<file path="src/rtl/riscv_imm_gen_pipe_pkg.sv">
// Shared opcode constants and the immediate-format tag used by the
// decode-stage immediate generator and its downstream control logic.
package riscv_imm_pkg;

  localparam logic [6:0] OP_IMM    = 7'h13;
  localparam logic [6:0] LOAD      = 7'h03;
  localparam logic [6:0] JALR      = 7'h67;
  localparam logic [6:0] SYSTEM    = 7'h73;
  localparam logic [6:0] OP_IMM_32 = 7'h1B;
  localparam logic [6:0] STORE     = 7'h23;
  localparam logic [6:0] BRANCH    = 7'h63;
  localparam logic [6:0] LUI       = 7'h37;
  localparam logic [6:0] AUIPC     = 7'h17;
  localparam logic [6:0] JAL       = 7'h6F;

  typedef enum logic [2:0] {
    FMT_NONE = 3'd0,
    FMT_I    = 3'd1,
    FMT_S    = 3'd2,
    FMT_B    = 3'd3,
    FMT_U    = 3'd4,
    FMT_J    = 3'd5,
    FMT_SH   = 3'd6
  } imm_fmt_t;

  // SLLI/SRLI/SRAI carry a shift amount rather than a signed immediate.
  function automatic logic isShiftImm(input logic [2:0] funct3);
    return (funct3 == 3'b001) || (funct3 == 3'b101);
  endfunction

endpackage

</file>
<file path="src/rtl/riscv_imm_gen_pipe_if.sv">
// Instruction-in / immediate-out stream bundle. The slave modport is the
// generator's view; the master modport is the fetch/control side.
interface riscv_imm_gen_pipe_if #(
  parameter int XLEN = 32
);
  import riscv_imm_pkg::*;

  logic            in_valid_i;
  logic            in_ready_o;
  logic [31:0]     Instruction_bus_i;
  logic            out_valid_o;
  logic            out_ready_i;
  logic [XLEN-1:0] Immediate_o;
  imm_fmt_t        imm_fmt_o;
  logic            unsupported_o;

  modport slave (
    input  in_valid_i, Instruction_bus_i, out_ready_i,
    output in_ready_o, out_valid_o, Immediate_o, imm_fmt_o, unsupported_o
  );

  modport master (
    output in_valid_i, Instruction_bus_i, out_ready_i,
    input  in_ready_o, out_valid_o, Immediate_o, imm_fmt_o, unsupported_o
  );

endinterface

</file>
<file path="src/rtl/riscv_imm_gen_pipe_decode.sv">
// Purely combinational immediate decoder: every format is first assembled
// as a 32-bit value whose bit 31 is the sign, then widened to XLEN.
module imm_decode
  import riscv_imm_pkg::*;
#(
  parameter int XLEN = 32
) (
  input  logic [31:0]     inst_i,
  output logic [XLEN-1:0] imm_o,
  output imm_fmt_t        fmt_o,
  output logic            unsupported_o
);

  logic [6:0]  opcode;
  logic [2:0]  funct3;
  logic [31:0] raw;

  assign opcode = inst_i[6:0];
  assign funct3 = inst_i[14:12];

  always_comb begin
    raw           = '0;
    fmt_o         = FMT_NONE;
    unsupported_o = 1'b0;
    case (opcode)
      OP_IMM: begin
        if (isShiftImm(funct3)) begin
          // Bit 30 selects arithmetic vs logical shift and is never part of shamt.
          fmt_o    = FMT_SH;
          raw[4:0] = inst_i[24:20];
          if (XLEN == 64) raw[5] = inst_i[25];
        end else begin
          fmt_o = FMT_I;
          raw   = {{20{inst_i[31]}}, inst_i[31:20]};
        end
      end
      LOAD, JALR, SYSTEM: begin
        fmt_o = FMT_I;
        raw   = {{20{inst_i[31]}}, inst_i[31:20]};
      end
      OP_IMM_32: begin
        if (XLEN == 64) begin
          fmt_o = FMT_I;
          raw   = {{20{inst_i[31]}}, inst_i[31:20]};
        end else begin
          unsupported_o = 1'b1;
        end
      end
      STORE: begin
        fmt_o = FMT_S;
        raw   = {{20{inst_i[31]}}, inst_i[31:25], inst_i[11:7]};
      end
      BRANCH: begin
        fmt_o = FMT_B;
        raw   = {{19{inst_i[31]}}, inst_i[31], inst_i[7], inst_i[30:25], inst_i[11:8], 1'b0};
      end
      LUI, AUIPC: begin
        fmt_o = FMT_U;
        raw   = {inst_i[31:12], 12'b0};
      end
      JAL: begin
        fmt_o = FMT_J;
        raw   = {{11{inst_i[31]}}, inst_i[31], inst_i[19:12], inst_i[20], inst_i[30:21], 1'b0};
      end
      default: unsupported_o = 1'b1;
    endcase
  end

  if (XLEN > 32) begin : gWiden
    assign imm_o = {{(XLEN-32){raw[31]}}, raw};
  end else begin : gNative
    assign imm_o = raw[XLEN-1:0];
  end

endmodule

</file>
<file path="src/rtl/riscv_imm_gen_pipe.sv">
// Registered immediate generator: decoder feeding a main output register
// backed by one skid entry, so in_ready_o never depends on out_ready_i.
module riscv_imm_gen_pipe
  import riscv_imm_pkg::*;
#(
  parameter int XLEN = 32
) (
  input logic                 clk,
  input logic                 reset,
  input logic                 flush_i,
  riscv_imm_gen_pipe_if.slave bus
);

  logic [XLEN-1:0] decImm;
  imm_fmt_t        decFmt;
  logic            decUns;

  logic            mainValid_q, mainValid_d;
  logic [XLEN-1:0] mainImm_q, mainImm_d;
  imm_fmt_t        mainFmt_q, mainFmt_d;
  logic            mainUns_q, mainUns_d;
  logic            skidValid_q, skidValid_d;
  logic [XLEN-1:0] skidImm_q, skidImm_d;
  imm_fmt_t        skidFmt_q, skidFmt_d;
  logic            skidUns_q, skidUns_d;

  logic accept;
  logic drain;

  imm_decode #(.XLEN(XLEN)) uDecode (
    .inst_i        (bus.Instruction_bus_i),
    .imm_o         (decImm),
    .fmt_o         (decFmt),
    .unsupported_o (decUns)
  );

  assign accept = bus.in_valid_i && !skidValid_q;
  assign drain  = mainValid_q && bus.out_ready_i;

  // The skid entry is always older than any new word, so it refills main first.
  always_comb begin
    mainValid_d = mainValid_q;
    mainImm_d   = mainImm_q;
    mainFmt_d   = mainFmt_q;
    mainUns_d   = mainUns_q;
    skidValid_d = skidValid_q;
    skidImm_d   = skidImm_q;
    skidFmt_d   = skidFmt_q;
    skidUns_d   = skidUns_q;
    if (flush_i) begin
      mainValid_d = 1'b0;
      skidValid_d = 1'b0;
    end else if (!mainValid_q || drain) begin
      if (skidValid_q) begin
        mainValid_d = 1'b1;
        mainImm_d   = skidImm_q;
        mainFmt_d   = skidFmt_q;
        mainUns_d   = skidUns_q;
        skidValid_d = 1'b0;
      end else if (accept) begin
        mainValid_d = 1'b1;
        mainImm_d   = decImm;
        mainFmt_d   = decFmt;
        mainUns_d   = decUns;
      end else begin
        mainValid_d = 1'b0;
      end
    end else if (accept) begin
      skidValid_d = 1'b1;
      skidImm_d   = decImm;
      skidFmt_d   = decFmt;
      skidUns_d   = decUns;
    end
  end

  always_ff @(posedge clk or negedge reset) begin
    if (!reset) begin
      mainValid_q <= 1'b0;
      mainImm_q   <= '0;
      mainFmt_q   <= FMT_NONE;
      mainUns_q   <= 1'b0;
      skidValid_q <= 1'b0;
      skidImm_q   <= '0;
      skidFmt_q   <= FMT_NONE;
      skidUns_q   <= 1'b0;
    end else begin
      mainValid_q <= mainValid_d;
      mainImm_q   <= mainImm_d;
      mainFmt_q   <= mainFmt_d;
      mainUns_q   <= mainUns_d;
      skidValid_q <= skidValid_d;
      skidImm_q   <= skidImm_d;
      skidFmt_q   <= skidFmt_d;
      skidUns_q   <= skidUns_d;
    end
  end

  assign bus.in_ready_o    = !skidValid_q;
  assign bus.out_valid_o   = mainValid_q;
  assign bus.Immediate_o   = mainImm_q;
  assign bus.imm_fmt_o     = mainFmt_q;
  assign bus.unsupported_o = mainUns_q;

endmodule

</file>
<file path="src/flat_wrapper.sv">
// flat-port wrapper written by rule: the top's interface ports become plain ports
module riscv_imm_gen_pipe_flat import riscv_imm_pkg::*;
#(
  parameter int XLEN = 32
)
  (clk, reset, flush_i, bus_in_valid_i, bus_Instruction_bus_i, bus_out_ready_i, bus_in_ready_o, bus_out_valid_o, bus_Immediate_o, bus_imm_fmt_o, bus_unsupported_o);
  riscv_imm_gen_pipe_if #(.XLEN(XLEN)) bus_i ();
  input logic clk;
  input logic reset;
  input logic flush_i;
  input wire logic [$bits(bus_i.in_valid_i)-1:0] bus_in_valid_i;
  input wire logic [$bits(bus_i.Instruction_bus_i)-1:0] bus_Instruction_bus_i;
  input wire logic [$bits(bus_i.out_ready_i)-1:0] bus_out_ready_i;
  output wire logic [$bits(bus_i.in_ready_o)-1:0] bus_in_ready_o;
  output wire logic [$bits(bus_i.out_valid_o)-1:0] bus_out_valid_o;
  output wire logic [$bits(bus_i.Immediate_o)-1:0] bus_Immediate_o;
  output wire logic [$bits(bus_i.imm_fmt_o)-1:0] bus_imm_fmt_o;
  output wire logic [$bits(bus_i.unsupported_o)-1:0] bus_unsupported_o;
  assign bus_i.in_valid_i = bus_in_valid_i;
  assign bus_i.Instruction_bus_i = bus_Instruction_bus_i;
  assign bus_i.out_ready_i = bus_out_ready_i;
  assign bus_in_ready_o = bus_i.in_ready_o;
  assign bus_out_valid_o = bus_i.out_valid_o;
  assign bus_Immediate_o = bus_i.Immediate_o;
  assign bus_imm_fmt_o = bus_i.imm_fmt_o;
  assign bus_unsupported_o = bus_i.unsupported_o;
  riscv_imm_gen_pipe #(.XLEN(XLEN)) u_core (.clk(clk), .reset(reset), .flush_i(flush_i), .bus(bus_i));
endmodule
</file>
<file path="config.mk">
export PLATFORM = sky130hd
export DESIGN_NAME = riscv_imm_gen_pipe_flat
export DESIGN_NICKNAME = d
export VERILOG_FILES = /design/src/rtl/riscv_imm_gen_pipe_pkg.sv /design/src/rtl/riscv_imm_gen_pipe_if.sv /design/src/rtl/riscv_imm_gen_pipe_decode.sv /design/src/rtl/riscv_imm_gen_pipe.sv /design/src/flat_wrapper.sv
export SDC_FILE = /design/constraint.sdc
export NUM_CORES = 1
export LEC_CHECK = 0
export CORE_ASPECT_RATIO = 0.9
export CORE_MARGIN = 5
export CORE_UTILIZATION = 54
export CTS_BUF_LIST = sky130_fd_sc_hd__clkbuf_2 sky130_fd_sc_hd__clkbuf_4 sky130_fd_sc_hd__clkbuf_8
export CTS_CLUSTER_SIZE = 14
export DETAILED_ROUTE_END_ITERATION = 12
export PLACE_DENSITY = 0.88
export SLEW_MARGIN = 20
export SYNTH_ARGS = -nofsm -noshare
export SYNTH_HDL_FRONTEND = slang
export SYNTH_HIERARCHICAL = 1
export SYNTH_SLANG_ARGS = --single-unit
</file>
<file path="constraint.sdc">
create_clock -name clk -period 2.1 [get_ports clk]
set_clock_uncertainty 0.2 [all_clocks]
set_input_delay 0.315 -clock clk [delete_from_list [all_inputs] [get_ports clk]]
set_output_delay 0.315 -clock clk [all_outputs]
set_load 0.005 [all_outputs]
</file>
==> summary.txt, run 1 <==
Floorplanning
  – Ports: 75
  – Die X: between 90 and 100 um
  – Row cnt: 29
  – Chip Height: ~90 um
  – Initial Util: 0.5490
  – Placeable Area: 0.006967 mm2
  – Die ar.: 0.008869 mm2

Finish
  – Layout cells sized above 1: 0.4396
  – Non-filler instance count after layout: just under 500
  – Layout area overhead: 35.56%
  – Core Util, Final: 0.7443
  – # diodes: 0
  – Leading cell types in the layout, fill and taps excluded: mux2_2, dfrtp_1, clkdlybuf4s50_1, buf_4, a22o_1
  – Nets: around 420
  – Leading cell type in the layout, fill and taps excluded: mux2_2

Yosys
  – Mapped Area: 0.003825 mm2
  – Main flop type after synthesis: dfrtp_1
  – Net count after synthesis: 320
  – Cells after synthesis: about 280
  – Yosys warns: 6
  – Register area share after synthesis: 0.4841
  – FFs w/ async S/R, synth: 1.000
  – Mean Syn Cell Area: approximately 14 um2
  – Number of synthesized flops with an enable pin: 0
  – Distinct cell type count of the synthesized netlist: 43
  – FF+latch count, synth: 74

Setup path
  – Critical Path Max Stage Delay: roughly 0.49 ns
  – Crit-path slowest cell: clkdlybuf4s50_1
  – Cell family with most CP delay: buffers and inverters
  – Crit path buffers/inverters: 3
  – CP arrival: between 1.5 and 2 ns
  – Req. time, crit path: roughly 1.6 ns
  – Startpoint types: flop
  – Critical path peak fanout: 13
  – Setup CP Type: flop to output port
  – Crit-path cells: buf_12, inv_1, clkdlybuf4s50_1
  – Nature of the critical path endpoint: output port
  – Worst reg-to-reg setup slack: 0.31 ns

Power
  – Power Density: approximately 640 mW/mm2
  – VDD IR max: 0.4403 mV
  – Total power: 3302 uW
  – Leakage power total: roughly 0.0025 uW

STA
  – Fmax: 486.8 MHz
  – Setup slack after layout: approximately 0.046 ns
  – Final Max Slew Viols: 0
  – Final TNS setup: 0 ns
  – Period utilization: 0.9782
  – Setup-failing EPs final: 0
  – Fin. Hold Viols: 0
  – Max-Slew Margin vs Limit: 0.7358
  – Tightest Pin Transition: about 0.39 ns
  – Minimum clock period: approximately 2 ns

Placement
  – Pre-CTS WS: -0.5617 ns
  – Post-DP HPWL: 6274 um
  – PortBufs: 74
  – Placed Instances: 460
  – Routability cong.: 0.8998

Routing
  – DR vias/cell: between 5 and 6
  – Drt pass-1 iters: 4
  – Total number of vias: between 2000 and 3000
  – DRT antenna net count: 0
  – Initial drt markers: approximately 100
  – Final WL: ~9400 um
  – DRC errors left: 0
  – Wire per inst: slightly below 20 um

Clocking
  – CTS tree: done
  – Clock root buffer: clkbuf_8
  – TritonCTS buffer count: 9
  – H-tree levels: 3
  – Clock latency on the worst-skew pair: roughly 0.35 ns
  – CTS Sinks: 74
  – Clk slew on worst S/H paths: ~0.080 ns
  – Clock Path Buffers: 2

Worst hold path
  – Worst Hold Class: primary input to async pin

Outcome
  – Status: finished, final reports clean

GRT
  – Grt peak-use layer: met2
  – GR Overflow Total: 0
  – Antenna violations before repair: 0
  – Grt met3 use: 0.05728
  – GR Util met1: 0.2730
  – Met2 usage: 0.3542
  – GR Util All Layers: 0.2155
  – Global-route wire length before repair: 15160 um
  – Vias in the first global route: about 3000
  – Largest net degree at the start of global routing: 65

Flow run
  – Maxcap violations: 0
## repair_timing
| action | CTS | global route |
|---|---|---|
| hold buffers | 1 | 0 |
| setup buffers | 3 | 2 |
| endpoints found under the setup margin | 42 | 5 |
| hold endpoints to repair | 74 | 0 |
| gates resized for setup | 15 | 2 |
| pin swaps | 6 | 0 |
| gates cloned | 0 | 1 |
## metrics by stage
step | cell area [um2] | hold slack [ns]
6_report | 5185 | 0.1316
5_1_grt | 5185 | 0.1460
3_5_place_dp | 4823 | -0.03129
4_1_cts | 5149 | 0.1285
3_3_place_gp | 4823 | -0.03564
2_1_floorplan | 3825 | -0.1806
## area by class of cell
type | instances | area, um2
fill | 467 | 1782
timing repair buffer | 109 | 1094
inverter | 2 | 7.507
clock buffer | 11 | 145.1
sequential | 74 | 1853
multi-input combinational | 189 | 1871
tap | 93 | 116.4
clock inverter | 4 | 98.84
## path summary, 6_finish.rpt
check	start	end	cells after the start
setup / recovery	u_core/skidValid_q	bus_in_ready_o	3
hold / removal	reset	u_core/bus.Immediate_o[6]	2
setup reg to reg	u_core/bus.out_valid_o	u_core/skidImm_q[20]	4
hold reg to reg	u_core/bus.Immediate_o[16]	u_core/bus.Immediate_o[16]	1
max in group asynchronous	reset	u_core/skidValid_q	3
min in group clk	u_core/bus.Immediate_o[16]	u_core/bus.Immediate_o[16]	1
## Yosys cell counts (2+ instances only)
library cell	n	share of area
inv_1	2	0.0020
dfrtp_1	74	0.48
mux2_1	3	0.0088
o21ai_0	2	0.0026
buf_2	11	0.014
nand3_1	4	0.0052
nand2_1	5	0.0049
a21oi_1	4	0.0052
and2_1	6	0.0098
a21o_1	9	0.018
nor2_1	6	0.0059
buf_6	5	0.015
a22o_1	15	0.034
nor2b_1	3	0.0049
nor3_1	2	0.0026
mux2_2	105	0.31
## worst reg2reg max path, stage by stage, from the launching register on
cell	delay, ns
dfrtp_1	0.42
nand2b_4	0.08
nor4b_4	0.31
buf_12	0.26
mux2_2	0.40
## logic make-up after synthesis
family | synth area share
mux | 0.3180
flops | 0.4841
compound gates | 0.09095
simple gates | 0.06838
buf+inv | 0.03402
xor+xnor | 0.004580
## state kept, by name, indices dropped and copies added (netlist names)
name / cells
u_core/skidImm_q: 32
u_core/bus.unsupported_o: 1
u_core/bus.imm_fmt_o: 3
u_core/bus.out_valid_o: 1
u_core/skidUns_q: 1
u_core/skidFmt_q: 3
u_core/skidValid_q: 1
u_core/bus.Immediate_o: 32
## report_power, final
group | internal, uW | total, uW | switching (uW)
Combinational | 242 | 420 | 178
Clock | 833 | 1370 | 538
Sequential | 1480 | 1510 | 30.6
## layer usage
metal,vias up,part of all wire
li1,1244,-
met1,1377,0.41
met2,92,0.51
met3,21,0.062
met4,0,0.020
met5,-,0
(Power assumes the default switching activity.)
==> run 2: changes to the inputs <==
--- a/config.mk
+++ b/config.mk
@@ -7,11 +7,11 @@
 export LEC_CHECK = 0
 export CORE_ASPECT_RATIO = 0.9
 export CORE_MARGIN = 5
-export CORE_UTILIZATION = 54
-export CTS_BUF_LIST = sky130_fd_sc_hd__clkbuf_2 sky130_fd_sc_hd__clkbuf_4 sky130_fd_sc_hd__clkbuf_8
+export CORE_UTILIZATION = 30
+export CTS_BUF_LIST = sky130_fd_sc_hd__clkbuf_8
 export CTS_CLUSTER_SIZE = 14
 export DETAILED_ROUTE_END_ITERATION = 12
-export PLACE_DENSITY = 0.88
+export PLACE_DENSITY = 0.56
 export SLEW_MARGIN = 20
 export SYNTH_ARGS = -nofsm -noshare
 export SYNTH_HDL_FRONTEND = slang
==> summary.txt, run 2 (synthesized netlist as in run 1, its figures left out) <==
Setup path
  – Startpoint types: flop
  – Crit-path slowest cell: clkdlybuf4s50_1
  – Cell family with most CP delay: buffers and inverters
  – Crit-path cells: buf_12, inv_1, clkdlybuf4s50_1
  – CP startpoint: u_core/skidValid_q
  – Nature of the critical path endpoint: output port
  – CP arrival: 1.49 ns (-0.05 ns)
  – Crit path buffers/inverters: 3 (unchanged)
  – Setup CP Type: flop to output port
  – Req. time, crit path: 1.58 ns (about the same)
  – Critical Path Max Stage Delay: 0.49 ns (about the same)
  – Worst R2R Start: u_core/skidValid_q
  – Critical path peak fanout: 15 (+2)

Clocking
  – CTS Sinks: 74 (unchanged)
  – Clk slew on worst S/H paths: 0.07 ns (about the same)
  – Clock latency on the worst-skew pair: 0.34 ns (about the same)
  – TritonCTS buffer count: 9 (unchanged)
  – Clock root buffer: clkbuf_8
  – Clock Path Buffers: 2 (unchanged)
  – H-tree levels: 3 (unchanged)
  – CTS tree: done

STA
  – Final Max Slew Viols: 0 (unchanged)
  – Minimum clock period: 2.007 ns (-0.04752 ns)
  – Tightest Pin Transition: 0.3703 ns (-0.02035 ns)
  – Max-Slew Margin vs Limit: 0.7505 (+0.01470)
  – RSZ-0062 raised after global routing: false
  – Fin. Hold Viols: 0 (unchanged)
  – Setup slack after layout: 0.09332 ns (+0.04752 ns)
  – Period utilization: 0.9556 (-0.02263)
  – Setup-failing EPs final: 0 (unchanged)
  – Fmax: 498.3 MHz (+2.4%)

Finish
  – Leading cell type in the layout, fill and taps excluded: mux2_2
  – Layout cells sized above 1: 0.4337 (-0.005915)
  – # diodes: 0 (unchanged)
  – Leading cell types in the layout, fill and taps excluded: mux2_2, dfrtp_1, clkdlybuf4s50_1, buf_4, a22o_1
  – Non-filler instance count after layout: 556 (+15%)
  – Layout area overhead: 36.24%
  – Core Util, Final: 0.4139 (-0.3303)
  – Nets: 426 (+0.95%)

Power
  – Clock power share: 0.327 (-0.088)
  – Pint: 2166 uW (-15%)
  – VDD IR max: 0.2617 mV (-41%)
  – Seq pwr share: 0.526 (+0.069)
  – Leakage power total: 0.002473 uW (-0.55%)
  – Sw Pwr: 703.6 uW (-5.8%)
  – Combinational share of power: 0.147 (+0.020)
  – Total power: 2869 uW (-13%)
  – Power Density: 550.6 mW/mm2 (-14%)
  – Sw Share: 0.2452 (+0.01913)

GRT
  – GR Overflow Total: 0 (unchanged)
  – GR Util All Layers: 0.1300 (-0.08549)
  – Antenna violations before repair: 0 (unchanged)
  – Vias in the first global route: 2903 (-2.6%)
  – Global-route wire length before repair: 15160 um (unchanged)
  – Largest net degree at the start of global routing: 38 (-42%)

Routing
  – DR vias/cell: 4.799 (-15%)
  – Initial drt markers: 127 (+23%)
  – DRC errors left: 0 (unchanged)
  – DRT antenna net count: 0 (unchanged)
  – Wire per inst: 17.03 um (-13%)
  – Drt pass-1 iters: 4 (unchanged)
  – Total number of vias: 2668 (-2.4%)
  – Final WL: 9469 um (+0.26%)

Floorplanning
  – Chip Height: 117.1 um (+30%)
  – Initial Util: 0.3038 (-0.2452)
  – Die ar.: 0.01511 mm2 (+70%)
  – Ports: 75 (unchanged)
  – Placeable Area: 0.01259 mm2 (+81%)
  – Row cnt: 39 (+34%)
  – Die X: 129.0 um (+31%)

Worst hold path
  – Worst Hold Class: primary input to async pin

Placement
  – Pre-CTS WS: -0.4775 ns (+0.08424 ns)
  – Post-DP HPWL: 6523 um (+4.0%)
  – Placed Instances: 535 (+16%)
  – PortBufs: 74 (unchanged)
  – Routability cong.: 0.7881 (-12%)

Outcome
  – Status: finished, final reports clean

Flow run
  – Maxcap violations: 0 (unchanged)
[run 2: worst register-to-register path, cell delays in order (launching register included)]
cell and delay [ns]:
dfrtp_2 0.44, buf_4 0.17, nor4b_4 0.32, buf_12 0.28, mux2_2 0.38
[run 2: per-stage QoR]
step / setup TNS [ns] / area [um2] / hold WS (ns)
2_1_floorplan: 0 / 3825 / -0.1806
3_3_place_gp: -25.38 / 4943 / 0.04064
3_5_place_dp: -25.17 / 4943 / 0.04188
4_1_cts: 0 / 5176 / 0.2050
5_1_grt: 0 / 5211 / 0.2272
6_report: 0 / 5211 / 0.2130
[run 2: layout make-up]
class                           instances  area [um2]
Clock inverter                          4       21.27
Multi-Input combinational cell        189        1868
Clock buffer                           10       137.6
Timing Repair Buffer                  113        1119
Sequential cell                        74        1853
Fill cell                            1199        7378
Inverter                                2       7.507
Tap cell                              164       205.2
[run 2: power by group through the flow]
stage / clock [uW] / combinational, uW / sequential (uW)
floorplan: 0 / 176 / 1530
global placement: 0 / 416 / 1540
detailed placement: 0 / 420 / 1540
CTS: 994 / 426 / 1510
global route: 1050 / 459 / 1520
finish: 939 / 421 / 1510
[run 2: per-layer routing]
layer  track usage  part of all wire  wire, um
met1        0.1607              0.44      4164
met5             0                 0         0
met2        0.2155              0.49      4658
met4       0.04129             0.014       129
met3       0.04446             0.054       516
[run 2: path summary, 6_finish.rpt]
kind / to / slack, ns / cells past startpoint
max: bus_in_ready_o / 0.09 / 3
min: u_core/skidImm_q[19] / 0.21 / 2
max reg2reg: u_core/skidImm_q[10] / 0.21 / 4
min reg2reg: u_core/bus.Immediate_o[16] / 0.30 / 1
max in group asynchronous: u_core/bus.imm_fmt_o[2] / 0.95 / 3
min in group clk: u_core/bus.Immediate_o[16] / 0.30 / 1
[run 2: repair_timing]
item | 4_1_cts | 5_1_grt
setup endpoints to repair | 33 | 12
pin swaps | 5 | 0
endpoints found under the hold margin | 46 | 0
resized for setup | 12 | 1
buffers inserted | 4 | 1
hold buffers | 1 | 0
cloned | 0 | 1
==> run 3: changes to the inputs <==
--- a/config.mk
+++ b/config.mk
@@ -11,9 +11,8 @@
 export CTS_BUF_LIST = sky130_fd_sc_hd__clkbuf_8
 export CTS_CLUSTER_SIZE = 14
 export DETAILED_ROUTE_END_ITERATION = 12
-export PLACE_DENSITY = 0.56
+export PLACE_DENSITY = 0.57
 export SLEW_MARGIN = 20
 export SYNTH_ARGS = -nofsm -noshare
 export SYNTH_HDL_FRONTEND = slang
-export SYNTH_HIERARCHICAL = 1
 export SYNTH_SLANG_ARGS = --single-unit
==> summary.txt, run 3 <==
STA
  – Final Max Slew Viols: 0 (unchanged)
  – Hold WS: 0.2759 ns (+0.06295 ns)
  – Max-Slew Margin vs Limit: 0.7181 (-0.03242)
  – Period utilization: 0.9625 (+0.006935)
  – Setup-failing EPs final: 0 (unchanged)
  – Minimum clock period: 2.021 ns (+0.01456 ns)
  – Fin. Hold Viols: 0 (unchanged)
  – RSZ-0062 raised after global routing: false
  – Setup slack after layout: 0.07876 ns (-0.01456 ns)
  – Fmax: 494.7 MHz (-0.72%)
  – Tightest Pin Transition: 0.4224 ns (+0.05209 ns)

Floorplanning
  – Chip Height: 113.0 um (-3.6%)
  – Die X: 124.4 um (-3.6%)
  – Ports: 75 (unchanged)
  – Initial Util: 0.3078 (+0.003943)
  – Die ar.: 0.01405 mm2 (-7.0%)
  – Placeable Area: 0.01148 mm2 (-8.8%)
  – Row cnt: 37 (-5.1%)

GRT
  – Largest net degree at the start of global routing: 75 (+97%)
  – GR Overflow Total: 0 (unchanged)
  – GR Util All Layers: 0.1514 (+0.02142)
  – Antenna violations before repair: 0 (unchanged)
  – Global-route wire length before repair: 17240 um (+14%)
  – Vias in the first global route: 3294 (+13%)

Power
  – Combinational share of power: 0.200 (+0.053)
  – Seq pwr share: 0.468 (-0.058)
  – Power Density: 741.8 mW/mm2 (+35%)
  – VDD IR max: 0.2717 mV (+3.8%)
  – Pint: 2715 uW (+25%)
  – Leakage power total: 0.002046 uW (-17%)
  – Clock power share: 0.332 (+0.005)
  – Sw Pwr: 1006 uW (+43%)
  – Sw Share: 0.2703 (+0.02506)

Clocking
  – TritonCTS buffer count: 9 (unchanged)
  – Clock Path Buffers: 2 (unchanged)
  – CTS Sinks: 74 (unchanged)
  – Clock latency on the worst-skew pair: 0.35 ns (about the same)
  – H-tree levels: 3 (unchanged)
  – CTS tree: done
  – Clk slew on worst S/H paths: 0.08 ns (about the same)
  – Clock root buffer: clkbuf_8

Setup path
  – Cell family with most CP delay: buffers and inverters
  – Crit-path slowest cell: clkdlybuf4s50_1
  – Critical Path Max Stage Delay: 0.50 ns (about the same)
  – Setup CP Type: flop to output port
  – CP arrival: 1.51 ns (+0.02 ns)
  – Req. time, crit path: 1.58 ns (about the same)
  – Crit-path cells: buf_12, inv_1, clkdlybuf4s50_1
  – Nature of the critical path endpoint: output port
  – Critical path peak fanout: 7 (-8)
  – Startpoint types: flop
  – Crit path buffers/inverters: 3 (unchanged)

Yosys
  – FFs w/ async S/R, synth: 1.000 (unchanged)
  – Mapped Area: 0.003533 mm2 (-7.6%)
  – Cells after synthesis: 394 (+39%)
  – Commonest cells post-synth: dfrtp_1, nand2_1, nor2_1
  – Yosys top cell by area: dfrtp_1
  – Net count after synthesis: 431 (+35%)
  – Distinct cell type count of the synthesized netlist: 38 (-12%)
  – Main flop type after synthesis: dfrtp_1
  – Most common cell in the netlist: dfrtp_1
  – Ranking of synthesized cells by area: dfrtp_1, nand2_1, nor2_1, a21oi_1, o21ai_0
  – Share of the synthesized area in the top cell type: 0.5241 (+0.03994)
  – Register area share after synthesis: 0.5241 (+0.03994)
  – Mean Syn Cell Area: 8.968 um2 (-34%)
  – Number of synthesized flops with an enable pin: 0 (unchanged)
  – Yosys warns: 0 (-6)
  – FF+latch count, synth: 74 (unchanged)

Placement
  – Routability cong.: 0.8720 (+11%)
  – Pre-CTS WS: -0.2977 ns (+0.1798 ns)
  – PortBufs: 74 (unchanged)
  – Post-DP HPWL: 7553 um (+16%)

Finish
  – Register area: 0.001852 mm2 (about the same)
  – # diodes: 0 (unchanged)
  – Layout cells sized above 1: 0.1732 (-0.2604)
  – Leading cell type in the layout, fill and taps excluded: dfrtp_1
  – Filler cells: 1174 (-2.1%)
  – Nets: 540 (+27%)
  – Multi-input gate area: 0.001550 mm2 (-17%)
  – Leading cell types in the layout, fill and taps excluded: dfrtp_1, clkdlybuf4s50_1, nand2_1, nor2_1, buf_4
  – Layout area overhead: 41.96%

Routing
  – Drt pass-1 iters: 4 (unchanged)
  – Wire per inst: 15.95 um (-6.4%)
  – DR vias/cell: 4.886 (+1.8%)
  – Total number of vias: 3244 (+22%)
  – Final WL: 10590 um (+12%)
  – Initial drt markers: 198 (+56%)
  – DRC errors left: 0 (unchanged)
  – DRT antenna net count: 0 (unchanged)

Outcome
  – Status: finished, final reports clean

Worst hold path
  – Worst Hold Class: flop to flop

Flow run
  – Maxcap violations: 0 (unchanged)
run 3: through the flow:
stage	util	setup TNS [ns]	total power [uW]	instances	area (um2)
after floorplan	-	0	2064	394	3533
after global placement	0.4122	-13.08	2498	644	4732
after detailed placement	0.4122	-13.80	2515	644	4732
after CTS	0.4323	0	3764	661	4964
after global routing	0.4369	0	3929	664	5016
final	0.4369	0	3721	664	5016
run 3: path summary, 6_finish.rpt:
path	startpoint	to	slack, ns	cells past startpoint
worst max register to register	u_core.bus.out_valid_o	u_core.bus.Immediate_o[25]	0.13	5
worst min register to register	u_core.skidImm_q[7]	u_core.skidImm_q[7]	0.28	2
worst min-delay path	u_core.skidImm_q[7]	u_core.skidImm_q[7]	0.28	2
worst max-delay path	u_core.skidValid_q	bus_in_ready_o	0.08	3
min in group asynchronous	reset	u_core.bus.Immediate_o[16]	0.33	3
max in group asynchronous	reset	u_core.skidImm_q[20]	1.06	3
run 3: what timing repair did:
item,CTS,global route
hold buffers,1,0
hold endpoints to repair,74,0
setup buffers,0,3
gates resized for setup,1,10
endpoints found under the setup margin,1,20
run 3: layout make-up:
cell class | instances | area share
Clock buffer | 9 | 0.02469
Multi-Input combinational cell | 289 | 0.3091
Inverter | 2 | 0.001497
Timing Repair Buffer | 127 | 0.2380
Sequential cell | 74 | 0.3692
Clock inverter | 7 | 0.01871
Tap cell | 156 | 0.03891
run 3: kinds of logic (layout without fill, tap and decap cells):
kind of cell           Yosys count  count (layout)  synth area share
DFF                             74              74            0.5241
and+or+nand+nor                174             174            0.2256
AOI/OAI and AO/OA              115             115            0.2079
buffers and inverters           31             145           0.04249
run 3: per-layer routing:
metal / part of all wire / GRT usage / vias up
met5: 0 / 0 / -
met4: 0.016 / 0.04675 / 0
met3: 0.047 / 0.03681 / 12
met2: 0.49 / 0.2554 / 67
met1: 0.45 / 0.1932 / 1559
li1: - / - / 1606
run 3: worst register-to-register path, cell delays in order, from the launching register on:
cell	delay [ns]
dfrtp_1	0.39
nor2b_1	0.15
or3_4	0.40
nor2_2	0.23
and3_4	0.37
a211oi_2	0.10
run 3: power by group through the flow:
stage / logic [uW] / clock network [uW] / registers, uW
global placement: 735 / 0 / 1760
floorplan: 310 / 0 / 1750
detailed placement: 747 / 0 / 1770
finish: 746 / 1230 / 1740
CTS: 752 / 1270 / 1740
global route: 831 / 1330 / 1770
